### src/rtl/vend_ctrl_param.sv
// rtl/vend_ctrl_param.sv - parametrised coin vending controller with serial change return
module vend_ctrl_param #(
  parameter int PRICE      = 7,
  parameter int CREDIT_W   = 4,
  parameter int STOCK_INIT = 8,
  parameter int STOCK_W    = 4
) (
  input  logic                clk,
  input  logic                reset,
  input  logic                coin_1,
  input  logic                coin_2,
  input  logic                coin_5,
  input  logic                cancel,
  input  logic                restock,
  output logic                dispense,
  output logic                ret_1,
  output logic                ret_2,
  output logic                coin_reject,
  output logic                busy,
  output logic                sold_out,
  output logic [CREDIT_W-1:0] credit,
  output logic [STOCK_W-1:0]  stock
);

  typedef enum logic {IDLE, CHANGE} state_t;

  localparam logic [CREDIT_W:0] PRICE_X = (CREDIT_W+1)'(PRICE);

  state_t              state, state_nx;
  logic [CREDIT_W-1:0] credit_nx;
  logic [STOCK_W-1:0]  stock_nx;
  logic                dispense_nx, ret_1_nx, ret_2_nx, reject_nx;
  logic [2:0]          coins;
  logic                one_coin, coin_ok;
  logic [CREDIT_W:0]   coin_val, sum, diff;

  always_ff @(posedge clk) begin
    if (reset) begin
      state       <= IDLE;
      credit      <= '0;
      stock       <= STOCK_W'(STOCK_INIT);
      dispense    <= 1'b0;
      ret_1       <= 1'b0;
      ret_2       <= 1'b0;
      coin_reject <= 1'b0;
    end else begin
      state       <= state_nx;
      credit      <= credit_nx;
      stock       <= stock_nx;
      dispense    <= dispense_nx;
      ret_1       <= ret_1_nx;
      ret_2       <= ret_2_nx;
      coin_reject <= reject_nx;
    end
  end

  assign busy     = (state == CHANGE);
  assign sold_out = (stock == '0);

  always_comb begin
    state_nx    = state;
    credit_nx   = credit;
    stock_nx    = stock;
    dispense_nx = 1'b0;
    ret_1_nx    = 1'b0;
    ret_2_nx    = 1'b0;

    coins    = {coin_5, coin_2, coin_1};
    one_coin = (coins == 3'b001) || (coins == 3'b010) || (coins == 3'b100);
    coin_ok  = one_coin && (state == IDLE) && !sold_out && !cancel;
    coin_val = coin_5 ? (CREDIT_W+1)'(5) : (coin_2 ? (CREDIT_W+1)'(2) : (CREDIT_W+1)'(1));
    // One extra bit keeps credit + 5 from wrapping before the price compare.
    sum       = {1'b0, credit} + coin_val;
    diff      = sum - PRICE_X;
    reject_nx = (coins != 3'b000) && !coin_ok;

    case (state)
      IDLE: begin
        if (coin_ok) begin
          if (sum >= PRICE_X) begin
            dispense_nx = 1'b1;
            stock_nx    = stock - STOCK_W'(1);
            credit_nx   = diff[CREDIT_W-1:0];
            if (diff != '0) state_nx = CHANGE;
          end else begin
            credit_nx = sum[CREDIT_W-1:0];
          end
        end else if (cancel && (credit != '0)) begin
          state_nx = CHANGE;
        end
        if (restock) stock_nx = STOCK_W'(STOCK_INIT);
      end
      CHANGE: begin
        // Greedy change: Rs2 coins first, a final Rs1 if the remainder is odd.
        if (credit >= CREDIT_W'(2)) begin
          ret_2_nx  = 1'b1;
          credit_nx = credit - CREDIT_W'(2);
        end else begin
          ret_1_nx  = 1'b1;
          credit_nx = credit - CREDIT_W'(1);
        end
        if (credit_nx == '0) state_nx = IDLE;
      end
      default: state_nx = IDLE;
    endcase
  end

endmodule

### config.mk
export PLATFORM = sky130hd
export DESIGN_NAME = vend_ctrl_param
export DESIGN_NICKNAME = d
export VERILOG_FILES = /design/src/rtl/vend_ctrl_param.sv
export SDC_FILE = /design/constraint.sdc
export NUM_CORES = 1
export LEC_CHECK = 0
export CAP_MARGIN = 20
export CORE_UTILIZATION = 52
export CTS_BUF_LIST = sky130_fd_sc_hd__clkbuf_2
export DETAILED_ROUTE_END_ITERATION = 8
export HOLD_SLACK_MARGIN = 0.06
export PLACE_DENSITY = 0.82
export SYNTH_ARGS = -nofsm -noshare
export SYNTH_HDL_FRONTEND = slang
export SYNTH_SLANG_ARGS = --single-unit
export TNS_END_PERCENT = 1
### constraint.sdc
create_clock -name clk -period 2.3 [get_ports clk]
set_input_delay 0.23 -clock clk [delete_from_list [all_inputs] [get_ports clk]]
set_output_delay 0.23 -clock clk [all_outputs]
set_load 0.02 [all_outputs]
==> reports/metrics.yaml <==
syn-num-nets: 134
clk_pin_slew_worst_paths_ns: 0.15
clock_sinks: 13
cts-root-buf: "clkbuf_2"
top_layer: "met4"
syn_avg_cell_area_sq_um: 8.36
ys_types: 42
dp_hpwl_mm: 1.89
viasPerCell: 5.75
design_area_sq_um: 1350
dp.cells: 171
min-delay-path-class: "reg2reg"
ios: 21
initial_utilization: 0.557
grt_antenna_before_repair: 0
timing.final.ws_setup_ns: 0.0454
worstMarginPinSlew_ns: 0.491
insertion_delay_ns: 0.30
h-tree-depth: 1
wl_met3_um: 89
worstReg2RegStart: "credit[0]$_SDFFE_PP0P_"
die_w_um: 45.0
worstSetupPathType: "in2reg"
p_leak_nw: 0.561
outcome: "finished clean"
skew_ns: 0.0127
startpoint: "coin_5"
drtIter0Drc: 27
power_w: 0.00159
met2RoutedLength_mm: 1.18
finalHoldViolations: 0
hold_start: "stock[1]$_SDFFE_PP0P_"
clockBufferDepth: 2
drtAntennaViolNets: 0
synth-seq-cells: 13
synth_area_leaders: "dfxtp_1 (27%), ha_1 (14%), a21oi_1 (4.2%), nand3_1 (4.2%), inv_1 (3.5%)"
portBuffers: 20
synthCells: 115
dp_slack_ns: -0.346
ys_seq_area_frac: 0.271
irDropWorstVdd_v: 0.000952
drive_above_1_share: 0.187
synth_edf_count: 0
cp-end-kind: "flip-flop"
syn_area_sq_um: 961
routed_wl_mm: 2.49
period_share: 0.980
clock.fmax_ghz: 0.444
crit_path_start_kind: "input pin"
nNetsFinal: 170
arrival_ns: 2.46
post-route-min-period_ns: 2.25
ys_warn_count: 0
cap_violations: 0
slew_violations: 0
grt_max_degree: 16
rrSetupSlack_ns: 0.16
place_area_sq_um: 1280
path_max_fanout: 3
core_area_sq_um: 1730
r2r_cells: 7
grt.total_usage: 0.285
synth_common_cells: "dfxtp_1 (13), ha_1 (11), inv_1 (9)"
drt_pre_antenna_iters: 4
die_h_um: 45.0
power_density_nw_per_um2: 1180
synth_top_area_share: 0.271
dieArea_sq_um: 2020
grt_pass1_wl_mm: 4.15
required_ns: 2.50
synthArstFlopShare: 0
fp-row-count: 15
gp_congestion: 0.808
relSlewSlack: 0.671
met1_length_mm: 1.18
worst_hold_path.num_cells: 2
finalSetupViolCount: 0
area_delta_synth_final_pct: 40.2
yosysTopAreaCell: "dfxtp_1"
grt-ovfl-total: 0
drc: 0
n_fill_cell: 134
synth_ff_type: "dfxtp_1"
stdcell_count: 175
synth_most_common_cell: "dfxtp_1"
wire_per_inst_um: 14.2
vias: 1007
cts_buffers: 3
cts_tree: "done"
antenna_cells: 0
first_global_vias: 949
cts_hold_buf: 0
==> metrics by stage <==
stage          utilization  hold slack (ns)  setup TNS, ns
2_1_floorplan            -            0.387              0
3_3_place_gp         0.741            0.473          -1.62
3_5_place_dp         0.741            0.478          -2.49
4_1_cts              0.759            0.498              0
5_1_grt              0.780            0.530        -0.0221
6_report             0.780            0.500              0
==> cell usage in the layout, fill, tap and decap left out, drive strengths merged, types with 2 or more instances in the layout <==
cell type	count
nor4b	3
inv	9
a31oi	2
or3	3
clkbuf	4
nor4	2
buf	14
nand2b	3
xnor2	2
clkdlybuf4s50	19
a21oi	8
nor2	6
ha	11
nand2	7
or4	2
nor3	4
dfxtp	13
o21ai	7
nand3	8
mux2i	3
==> worst max-delay path: stages <==
cell and delay, ns:
clkdlybuf4s50_1 0.43, nand2b_4 0.17, ha_4 0.16, fa_1 0.51, ha_2 0.22, a21oi_4 0.14
o21a_1 0.17, nor4b_1 0.06, or3_1 0.36
==> state kept, by name, indices dropped and copies added (netlist names) <==
signal       cells
credit           4
stock            4
busy             1
coin_reject      1
dispense         1
ret_1            1
ret_2            1
==> layout make-up <==
| type | instances | area (sq um) | area share |
|---|---|---|---|
| well taps | 25 | 31.3 | 0.0232 |
| inverters | 9 | 33.8 | 0.0251 |
| clock buffers | 4 | 20.0 | 0.0149 |
| repair buffers | 34 | 308 | 0.228 |
| multi-input cells | 90 | 692 | 0.513 |
| flip-flops and latches | 13 | 263 | 0.195 |
==> final timing paths <==
kind | to
worst min register to register | stock[1]$_SDFFE_PP0P_
worst max register to register | busy$_SDFF_PP0_
worst max-delay path | credit[1]$_SDFFE_PP0P_
worst min-delay path | stock[1]$_SDFFE_PP0P_
==> power breakdown <==
group / internal, W / leakage (nW) / switching [W] / total, W
combinational: 0.000517 / 0.437 / 0.000588 / 0.00111
sequential: 0.000283 / 0.107 / 0.0000683 / 0.000351
clock: 0.0000461 / 0.0166 / 0.0000872 / 0.000133
==> routing by layer <==
metal	vias to the layer above	GRT usage
li1	498	-
met4	0	0.127
met1	477	0.383
met5	-	0
met3	5	0.0400
met2	27	0.452
==> cells by family (layout without fill, tap and decap cells) <==
kind of cell / count (synthesis) / count (layout) / share of synthesized area
AOI/OAI and AO/OA: 28 / 28 / 0.184
xor gates and xnor gates: 3 / 3 / 0.0273
adders and majority gates: 13 / 13 / 0.174
buffers and inverters: 12 / 47 / 0.0560
DFF: 13 / 13 / 0.271
muxes: 3 / 3 / 0.0313
and+or+nand+nor: 43 / 43 / 0.257
==> timing repair <==
action	CTS	global route
pin swaps	2	3
setup endpoints to repair	4	7
buffers inserted	0	0
resized for setup	3	6
cloned	0	0
Power figures use the tool's default switching activity.
